### src/rtl/variable_table_controller_pkg.sv
// Shared state encoding and address helpers for the variable table controller.
package vt_ctrl_pkg;

  typedef enum logic [1:0] {
    IDLE,
    FLIP_RD,
    FLIP_WR
  } state_e;

  // Upper bound on CLUSTER_SIZE * VARIABLE_ADDRESS_WIDTH the helper can build.
  localparam int unsigned REP_MAX_W = 1024;

  // Copies one variable address into every lane slot so all lane copies see the same access.
  function automatic logic [REP_MAX_W-1:0] replicate_addr(
    input logic [31:0] addr,
    input int unsigned aw,
    input int unsigned cs
  );
    logic [REP_MAX_W-1:0] rep;
    rep = '0;
    for (int unsigned i = 0; i < cs; i++) begin
      for (int unsigned j = 0; j < aw; j++) begin
        if ((i * aw + j) < REP_MAX_W && j < 32) begin
          rep[i*aw+j] = addr[j];
        end
      end
    end
    return rep;
  endfunction

endpackage

### src/rtl/variable_table_controller_if.sv
// Port bundle between the controller and one Variable_Table_Cluster instance.
interface variable_table_if #(
  parameter int unsigned AW = 11,
  parameter int unsigned CS = 40
);
  logic          axi_en;
  logic          axi_wr_en;
  logic [AW-1:0] axi_addr;
  logic          axi_data;

  logic             en;
  logic             wr_en;
  logic [CS*AW-1:0] addr;
  logic             wdata;
  logic [CS-1:0]    rdata;

  modport master (
    output axi_en, axi_wr_en, axi_addr, axi_data,
    output en, wr_en, addr, wdata,
    input  rdata
  );

  modport slave (
    input  axi_en, axi_wr_en, axi_addr, axi_data,
    input  en, wr_en, addr, wdata,
    output rdata
  );
endinterface

### src/rtl/variable_table_controller_sat_counter.sv
// Saturating event counter with a clear that dominates the increment.
module sat_counter #(
  parameter int unsigned WIDTH = 32
) (
  input  logic             clk_i,
  input  logic             rst_ni,
  input  logic             inc_i,
  input  logic             clr_i,
  output logic [WIDTH-1:0] cnt_o
);

  always_ff @(posedge clk_i) begin
    if (!rst_ni) begin
      cnt_o <= '0;
    end else if (clr_i) begin
      cnt_o <= '0;
    end else if (inc_i && (cnt_o != '1)) begin
      cnt_o <= cnt_o + 1'b1;
    end
  end

endmodule

### src/rtl/variable_table_controller.sv
// Arbitrates config writes, flip read-modify-writes and multi-lane reads onto one variable table.
module variable_table_controller
  import vt_ctrl_pkg::*;
#(
  parameter int unsigned VARIABLE_ADDRESS_WIDTH = 11,
  parameter int unsigned CLUSTER_SIZE           = 40,
  parameter int unsigned CNT_WIDTH              = 32
) (
  input  logic                                          clk_i,
  input  logic                                          rst_ni,

  input  logic                                          cfg_valid_i,
  output logic                                          cfg_ready_o,
  input  logic [VARIABLE_ADDRESS_WIDTH-1:0]             cfg_addr_i,
  input  logic                                          cfg_data_i,

  input  logic                                          flip_valid_i,
  output logic                                          flip_ready_o,
  input  logic [VARIABLE_ADDRESS_WIDTH-1:0]             flip_addr_i,
  output logic                                          flip_done_o,
  output logic                                          flip_old_o,

  input  logic                                          rd_valid_i,
  output logic                                          rd_ready_o,
  input  logic [CLUSTER_SIZE*VARIABLE_ADDRESS_WIDTH-1:0] rd_addr_mi,
  output logic                                          rd_valid_o,
  output logic [CLUSTER_SIZE-1:0]                       rd_data_mo,

  variable_table_if.master                              tbl,

  output logic                                          busy_o,
  output logic                                          coh_err_o,
  output logic [CNT_WIDTH-1:0]                          flip_count_o,
  input  logic                                          cnt_clr_i
);

  localparam int unsigned AW = VARIABLE_ADDRESS_WIDTH;
  localparam int unsigned CS = CLUSTER_SIZE;

  state_e            state;
  state_e            state_n;
  logic [AW-1:0]     flip_addr_q;
  logic [CS*AW-1:0]  flip_addr_rep;
  logic              flip_accept;
  logic              rd_accept;
  logic              rd_valid_q;
  logic              flip_done_q;
  logic              flip_old_q;
  logic              coh_err_q;
  logic              lane_mismatch;

  assign flip_addr_rep = (CS*AW)'(replicate_addr(32'(flip_addr_q), AW, CS));
  assign lane_mismatch = (tbl.rdata != '0) && (tbl.rdata != '1);

  always_ff @(posedge clk_i) begin
    if (!rst_ni) begin
      state <= IDLE;
    end else begin
      state <= state_n;
    end
  end

  // Everything that can touch the table is forced quiet while rst_ni is low.
  always_comb begin
    state_n       = state;
    cfg_ready_o   = 1'b0;
    flip_ready_o  = 1'b0;
    rd_ready_o    = 1'b0;
    flip_accept   = 1'b0;
    rd_accept     = 1'b0;
    tbl.axi_en    = 1'b0;
    tbl.axi_wr_en = 1'b0;
    tbl.axi_addr  = '0;
    tbl.axi_data  = 1'b0;
    tbl.en        = 1'b0;
    tbl.wr_en     = 1'b0;
    tbl.addr      = '0;
    tbl.wdata     = 1'b0;

    if (rst_ni) begin
      case (state)
        IDLE: begin
          cfg_ready_o  = 1'b1;
          flip_ready_o = !cfg_valid_i;
          rd_ready_o   = !cfg_valid_i && !flip_valid_i;
          if (cfg_valid_i) begin
            tbl.axi_en    = 1'b1;
            tbl.axi_wr_en = 1'b1;
            tbl.axi_addr  = cfg_addr_i;
            tbl.axi_data  = cfg_data_i;
          end else if (flip_valid_i) begin
            flip_accept = 1'b1;
            state_n     = FLIP_RD;
          end else if (rd_valid_i) begin
            rd_accept = 1'b1;
            tbl.en    = 1'b1;
            tbl.addr  = rd_addr_mi;
          end
        end
        FLIP_RD: begin
          tbl.en   = 1'b1;
          tbl.addr = flip_addr_rep;
          state_n  = FLIP_WR;
        end
        FLIP_WR: begin
          tbl.en    = 1'b1;
          tbl.wr_en = 1'b1;
          tbl.addr  = flip_addr_rep;
          tbl.wdata = ~tbl.rdata[0];
          state_n   = IDLE;
        end
        default: state_n = IDLE;
      endcase
    end

    busy_o = rst_ni && (state != IDLE);
  end

  always_ff @(posedge clk_i) begin
    if (!rst_ni) begin
      flip_addr_q <= '0;
      rd_valid_q  <= 1'b0;
      flip_done_q <= 1'b0;
      flip_old_q  <= 1'b0;
      coh_err_q   <= 1'b0;
    end else begin
      rd_valid_q  <= rd_accept;
      flip_done_q <= (state == FLIP_WR);
      if (flip_accept) begin
        flip_addr_q <= flip_addr_i;
      end
      if (state == FLIP_WR) begin
        flip_old_q <= tbl.rdata[0];
        if (lane_mismatch) begin
          coh_err_q <= 1'b1;
        end
      end
    end
  end

  assign rd_valid_o  = rd_valid_q && rst_ni;
  assign rd_data_mo  = rd_valid_o ? tbl.rdata : '0;
  assign flip_done_o = flip_done_q && rst_ni;
  assign flip_old_o  = flip_old_q;
  assign coh_err_o   = coh_err_q;

  sat_counter #(
    .WIDTH (CNT_WIDTH)
  ) u_flip_counter (
    .clk_i  (clk_i),
    .rst_ni (rst_ni),
    .inc_i  (flip_done_o),
    .clr_i  (cnt_clr_i),
    .cnt_o  (flip_count_o)
  );

endmodule

### src/flat_wrapper.sv
// flat-port wrapper written by rule: the top's interface ports become plain ports
module variable_table_controller_flat import vt_ctrl_pkg::*;
#(
  parameter int unsigned VARIABLE_ADDRESS_WIDTH = 11,
  parameter int unsigned CLUSTER_SIZE           = 40,
  parameter int unsigned CNT_WIDTH              = 32
)
  (clk_i, rst_ni, cfg_valid_i, cfg_ready_o, cfg_addr_i, cfg_data_i, flip_valid_i, flip_ready_o, flip_addr_i, flip_done_o, flip_old_o, rd_valid_i, rd_ready_o, rd_addr_mi, rd_valid_o, rd_data_mo, busy_o, coh_err_o, flip_count_o, cnt_clr_i, tbl_axi_en, tbl_axi_wr_en, tbl_axi_addr, tbl_axi_data, tbl_en, tbl_wr_en, tbl_addr, tbl_wdata, tbl_rdata);
  variable_table_if #(.AW((11)), .CS((40))) tbl_i ();
  input  logic clk_i;
  input  logic rst_ni;
  input  logic cfg_valid_i;
  output logic cfg_ready_o;
  input  logic [VARIABLE_ADDRESS_WIDTH-1:0] cfg_addr_i;
  input  logic cfg_data_i;
  input  logic flip_valid_i;
  output logic flip_ready_o;
  input  logic [VARIABLE_ADDRESS_WIDTH-1:0] flip_addr_i;
  output logic flip_done_o;
  output logic flip_old_o;
  input  logic rd_valid_i;
  output logic rd_ready_o;
  input  logic [CLUSTER_SIZE*VARIABLE_ADDRESS_WIDTH-1:0] rd_addr_mi;
  output logic rd_valid_o;
  output logic [CLUSTER_SIZE-1:0] rd_data_mo;
  output logic busy_o;
  output logic coh_err_o;
  output logic [CNT_WIDTH-1:0] flip_count_o;
  input  logic cnt_clr_i;
  output wire logic [$bits(tbl_i.axi_en)-1:0] tbl_axi_en;
  output wire logic [$bits(tbl_i.axi_wr_en)-1:0] tbl_axi_wr_en;
  output wire logic [$bits(tbl_i.axi_addr)-1:0] tbl_axi_addr;
  output wire logic [$bits(tbl_i.axi_data)-1:0] tbl_axi_data;
  output wire logic [$bits(tbl_i.en)-1:0] tbl_en;
  output wire logic [$bits(tbl_i.wr_en)-1:0] tbl_wr_en;
  output wire logic [$bits(tbl_i.addr)-1:0] tbl_addr;
  output wire logic [$bits(tbl_i.wdata)-1:0] tbl_wdata;
  input wire logic [$bits(tbl_i.rdata)-1:0] tbl_rdata;
  assign tbl_axi_en = tbl_i.axi_en;
  assign tbl_axi_wr_en = tbl_i.axi_wr_en;
  assign tbl_axi_addr = tbl_i.axi_addr;
  assign tbl_axi_data = tbl_i.axi_data;
  assign tbl_en = tbl_i.en;
  assign tbl_wr_en = tbl_i.wr_en;
  assign tbl_addr = tbl_i.addr;
  assign tbl_wdata = tbl_i.wdata;
  assign tbl_i.rdata = tbl_rdata;
  variable_table_controller #(.VARIABLE_ADDRESS_WIDTH(VARIABLE_ADDRESS_WIDTH), .CLUSTER_SIZE(CLUSTER_SIZE), .CNT_WIDTH(CNT_WIDTH)) u_core (.clk_i(clk_i), .rst_ni(rst_ni), .cfg_valid_i(cfg_valid_i), .cfg_ready_o(cfg_ready_o), .cfg_addr_i(cfg_addr_i), .cfg_data_i(cfg_data_i), .flip_valid_i(flip_valid_i), .flip_ready_o(flip_ready_o), .flip_addr_i(flip_addr_i), .flip_done_o(flip_done_o), .flip_old_o(flip_old_o), .rd_valid_i(rd_valid_i), .rd_ready_o(rd_ready_o), .rd_addr_mi(rd_addr_mi), .rd_valid_o(rd_valid_o), .rd_data_mo(rd_data_mo), .tbl(tbl_i), .busy_o(busy_o), .coh_err_o(coh_err_o), .flip_count_o(flip_count_o), .cnt_clr_i(cnt_clr_i));
endmodule
### config.mk
export PLATFORM = sky130hd
export DESIGN_NAME = variable_table_controller_flat
export DESIGN_NICKNAME = d
export VERILOG_FILES = /design/src/rtl/variable_table_controller_pkg.sv /design/src/rtl/variable_table_controller_if.sv /design/src/rtl/variable_table_controller_sat_counter.sv /design/src/rtl/variable_table_controller.sv /design/src/flat_wrapper.sv
export SDC_FILE = /design/constraint.sdc
export NUM_CORES = 1
export LEC_CHECK = 0
export ABC_CLOCK_PERIOD_IN_PS = 3000
export CAP_MARGIN = 30
export CORE_AREA = 2 2 402 404
export DETAILED_ROUTE_END_ITERATION = 8
export DIE_AREA = 0 0 404 406
export PLACE_DENSITY = 0.33
export SLEW_MARGIN = 30
export SYNTH_ARGS = -nofsm -noshare
export SYNTH_HDL_FRONTEND = slang
export SYNTH_HIERARCHICAL = 1
export SYNTH_SLANG_ARGS = --single-unit
### constraint.sdc
create_clock -name clk_i -period 3 [get_ports clk_i]
set_input_delay 0.6 -clock clk_i [delete_from_list [all_inputs] [get_ports clk_i]]
set_output_delay 0.6 -clock clk_i [all_outputs]
set_load 0.01 [all_outputs]
Word level (Yosys, flattened, before mapping)
Cells that the tools add are included.

Register bits after elaboration: 49. Latch bits: 0. RAM bits: 0. Memory bits (read-only): 0. Input bits: 509. Memories kept: 0.

Add/sub/neg operators: 1. Multiply operators: 0. Divide/modulo/power cells: 0. $lt $le $gt $ge: 0. Eq/ne operators: 6. Shifts and indexed selects: 0. Muxes and demuxes: 37. Bitwise gates (word level): 2. Reduce and logical (&&, ||, !) cells: 16.

Operators by type and width (count): 2-to-1 mux 440 bit (4); one-hot mux 440 bit (2 select lines) (1); 2-to-1 mux 40 bit (1); != test 40 bit, second input constant (1); nonzero test 40 bit (1); 2-to-1 mux 11 bit (3); adder 32 x 1 -> 32 bit, second input constant (1); != test 32 bit, second input constant (1); 2-to-1 mux 1 bit (24); logical AND 1 bit (6); AND reduction 2 bit (3); 2-to-1 mux 2 bit (2); != test 2 bit, second input constant (2); one-hot mux 2 bit (2 select lines) (1); OR reduction 2 bit (2); equality test 2 x 1 -> 1 bit, second input constant (1); equality test 2 bit, second input constant (1); logical NOT 1 bit (2); logical NOT 2 bit (1); inverter 1 bit (2); one-hot mux 1 bit (2 select lines) (1); nonzero test 2 bit (1).

Logic depth before layout (Yosys ltp)
Depth in word-level cells: 5. Mapped depth: 8. Gate-level depth less buffers: 6.

Modules after synthesis
Netlist, hierarchy kept.

Modules (own cells, without submodules): variable_table_controller (instances 1, cells an instance 1211, area an instance 5915.7 µm², seq. area each 340.3 µm²); sat_counter (instances 1, cells an instance 203, area an instance 1667.8 µm², seq. area each 640.6 µm²).

Worst setup path before layout
No wires, ideal clock.

Path kind: input to register. From: input rst_ni. To: register u_core.u_flip_counter.cnt_o[18]. Setup time: 128 ps. Data arrival time: 2265 ps. Slack: 608 ps. Stages on the path: 7. Cells stage by stage: clkbuf_1 and2_1 clkbuf_1 nand4_1 a2111oi_0 xnor2_1 nor2_1.

Longest elaborated chain between the ends: 2. Elaborated cells on any way between the ends: 4. Those cells by class: bitwise (1); reduce/logical (3).

RTL lines: from (decl) (line flat_wrapper.sv:11) `input logic rst_ni;`; logical AND 1 bit (line variable_table_controller.sv:143) `assign flip_done_o = flip_done_q && rst_ni;`; net flip_done_o (line flat_wrapper.sv:19) `output logic flip_done_o;`; logical AND 1 bit (line variable_table_controller_sat_counter.sv:17) `end else if (inc_i && (cnt_o != '1)) begin`; to (signal assigned) (line variable_table_controller_sat_counter.sv:18) `cnt_o <= cnt_o + 1'b1;`; to (decl) (line variable_table_controller_sat_counter.sv:9) `output logic [WIDTH-1:0] cnt_o`.

The timed path passes the listed nets, and every way through them passes these cells. A chain may end at the register's enable or synchronous reset.

Final worst setup path
From: input cfg_valid_i. To: output tbl_addr[406].

Longest elaborated chain between the ends: 3.

RTL lines: from (decl) (line flat_wrapper.sv:12) `input logic cfg_valid_i;`; 2-to-1 mux 440 bit (line variable_table_controller.sv:86) `if (cfg_valid_i) begin`; one-hot mux 440 bit (2 select lines) (line variable_table_controller.sv:81) `case (state)`; 2-to-1 mux 440 bit (line variable_table_controller.sv:80) `if (rst_ni) begin`; to (decl) (line flat_wrapper.sv:36) `output wire logic [$bits(tbl_i.addr)-1:0] tbl_addr;`.

No other way between the ends.

==> reports/results.ini <==
[placed_design]
place_congestion=0.8892
place_area_sq_um=23320
dp_hpwl_microns=124100
io_buffer_count=1045

[route]
routedWlPerCell_microns=31.25
via_count=16140
drt_wl_total_microns=146200
drc=0
ant_nets=0
first_pass_iters=5
drt-initial-drc-count=1206
via_per_inst=3.450

[floorplanning]
start_util_pct=4.750
core_area_sq_um=159600
rows=147
io_pins=1046
die_area_sq_um=164000
die_w_microns=404
dieHeight_microns=406

[synth]
synth_edf_count=0
synth_area_leaders=a21oi_1, nand2_1, dfxtp_1
synth_ff_type=dfxtp_1
syn_area_sq_um=7584
synth_fp_nets=1928
synth-async-reset-ratio_pct=0
yosys.area.top_type_share_pct=29.76
seq_area_frac_synth_pct=12.94
avgSynthCellArea_sq_um=5.363
yosys.area.top_type=a21oi_1
ys_ff_latch=49
synth_cells=1414
ys_types=43
synth_warnings=6

[cells_and_area]
layout-drive-gt1-share_pct=29.90
final_nets=3088
syn_to_final_growth_pct=227.6
fill_cells=18350
design_area_sq_um=24850
final_cell_mix=clkdlybuf4s50_1, nand2_1, a21oi_1
final_common_cell=clkdlybuf4s50_1

[cts]
cts_buffers=5
path_clk_slew_ns=0.08
cts_max_path_buffers=2
post_cts_hold_buffer_count=0
numClockSinks=49
htree_levels=2
cts-root-buf=clkbuf_16
cts_tree=built
insertion_delay_ns=0.34

[setup_path]
cp_data_required_time_ns=2.40
rrSetupSlack_ns=0.51
cp_slowest_cell=and4bb_4
crit_path_frequent_cell=buf_12
crit_chain=clkdlybuf4s15_2 > and4bb_4 > buf_12 > buf_12 > buf_16 > buf_12 > buf_16 > nand2_2 > a21oi_2 > buf_4 > buf_12
crit_path_end_kind=output pin
cpPeakStageDelay_ns=0.35
critPathArrivalTime_ns=2.40
reg2reg_from=u_core/u_flip_counter/cnt_o[17]
crit_path_max_fanout=8
cp-startpoint=cfg_valid_i
crit_type=in -> out
start_kind=input port

[global_route]
grt_first_pass_wirelength_microns=179000
grt_pass1_vias=15520
grt.overflow.total=0
antenna_found_initial=131
grt.total_usage_pct=16.76
grt_max_degree=57

[timing]
setup_viol=1
timing.final.hold_violations=0
clock_skew_ns=0.01258
slew_viol_final=0
min_period_ns=3.000
rsz0062_at_grt=yes
fmax_mhz=333.3
worst_pin_slew_ns=0.7778
setup_slack_ns=-0.00007305
finalCritPeriodShare_pct=100.0
slew_headroom_pct=48.15

[power]
p_leak_nw=9.512
ir_drop_mv=0.2153
power_mw=4.048
p_per_area_nw_per_um2=162.9

[status]
status=complete, but fails checks
violations=negative setup slack

[flow_run]
drv_cap=0

[worst_hold_path]
worstHoldStart=u_core/u_flip_counter/cnt_o[30]
hold_path.class=reg -> reg

-- cell families (layout without fill, tap and decap cells) --
| family | Yosys count | after routing | synth area share [%] |
|---|---|---|---|
| AND/OR/NAND/NOR | 671 | 671 | 38.97 |
| adder cells (fa/ha/maj) | 5 | 5 | 0.8249 |
| XOR/XNOR | 9 | 9 | 1.039 |
| buffers and inverters | 171 | 1332 | 11.10 |
| AO/OA/AOI/OAI | 506 | 506 | 34.73 |
| multiplexers | 3 | 3 | 0.3960 |
| other | 0 | 19 | 0 |
| flip-flops | 49 | 49 | 12.94 |
-- routing by layer --
metal	global-route usage (%)	vias to the layer above	wire (microns)
met4	2.344	142	2418
met3	7.742	222	16070
met1	20.00	7786	58100
li1	-	7199	-
met5	0	-	903
met2	27.91	795	68740
-- synthesized netlist by cell type (2+ instances only) --
master / count
a2111oi_0: 2
a211oi_1: 3
a21o_1: 2
a21oi_1: 451
a21oi_2: 10
a31o_1: 2
a31oi_1: 2
and2_1: 17
and3_1: 51
and4_1: 3
buf_2: 10
buf_4: 42
buf_6: 4
clkbuf_1: 109
dfxtp_1: 49
ha_1: 5
inv_1: 6
mux2i_1: 3
nand2_1: 490
nand2b_1: 3
nand3_1: 12
nand4_1: 24
nand4b_1: 2
nor2_1: 20
nor2b_1: 5
nor3_1: 4
nor3_2: 3
nor4_1: 12
nor4_2: 2
o21ai_0: 18
o21ai_1: 10
o31a_1: 2
or2_2: 3
or3_1: 15
or4_1: 2
xnor2_1: 9
-- through the flow --
stage	std cells	setup WS, ns	setup TNS (ns)	utilization (%)	hold WS (ns)
finish	4680	-0.00007305	-0.00007305	15.56	0.4948
global route	4664	-0.08957	-0.5230	15.54	0.5196
CTS	4654	-0.08442	-1.765	15.45	0.5004
detailed placement	4588	-0.6625	-157.89	14.61	0.4861
global placement	4588	-0.7097	-161.07	14.61	0.4777
floorplan	1414	0.6079	0	-	0.4362
-- path summary, 6_finish.rpt --
path                                endpoint  cells past startpoint
max                            tbl_addr[406]                     11
max reg2reg   u_core/u_flip_counter/cnt_o[6]                      6
min          u_core/u_flip_counter/cnt_o[30]                      2
min reg2reg  u_core/u_flip_counter/cnt_o[30]                      2
-- flip-flops by register name, summed over array words and instances (netlist names) --
register / cells
u_core/rd_valid_q: 1
u_core/flip_addr_q: 11
u_core/coh_err_o: 1
u_core/flip_done_q: 1
u_core/u_flip_counter/cnt_o: 32
u_core/flip_old_o: 1
u_core/state: 2
-- cell type report --
cell class                 instances  area (sq um)  area share (%)
antenna                           19         47.55          0.1914
clock buffer                       5         125.1          0.5036
clock inverter                     3         28.78          0.1158
inverter                           6         22.52         0.09064
multi-input combinational       1194          6624           26.66
sequential                        49         983.4           3.958
tap                             2086          2610           10.50
timing repair buffer            1318         14410           57.98
-- power breakdown --
| group | total [mW] | internal (mW) | switching (mW) |
|---|---|---|---|
| Sequential | 0.676 | 0.663 | 0.0133 |
| Clock | 0.710 | 0.324 | 0.386 |
| Combinational | 2.66 | 1.40 | 1.26 |
-- worst max-delay path, delay by kind of cell --
kind            cells  cell delay, ns
compound gates      1            0.14
buf+inv             8            1.17
simple gates        2            0.42
-- what timing repair did --
item,in CTS,in global routing
buffers inserted,42,9
hold endpoints to repair,0,0
pin swaps,55,39
cloned,16,6
setup endpoints to repair,438,271
gates resized for setup,604,301
Power figures use the tool's default switching activity.
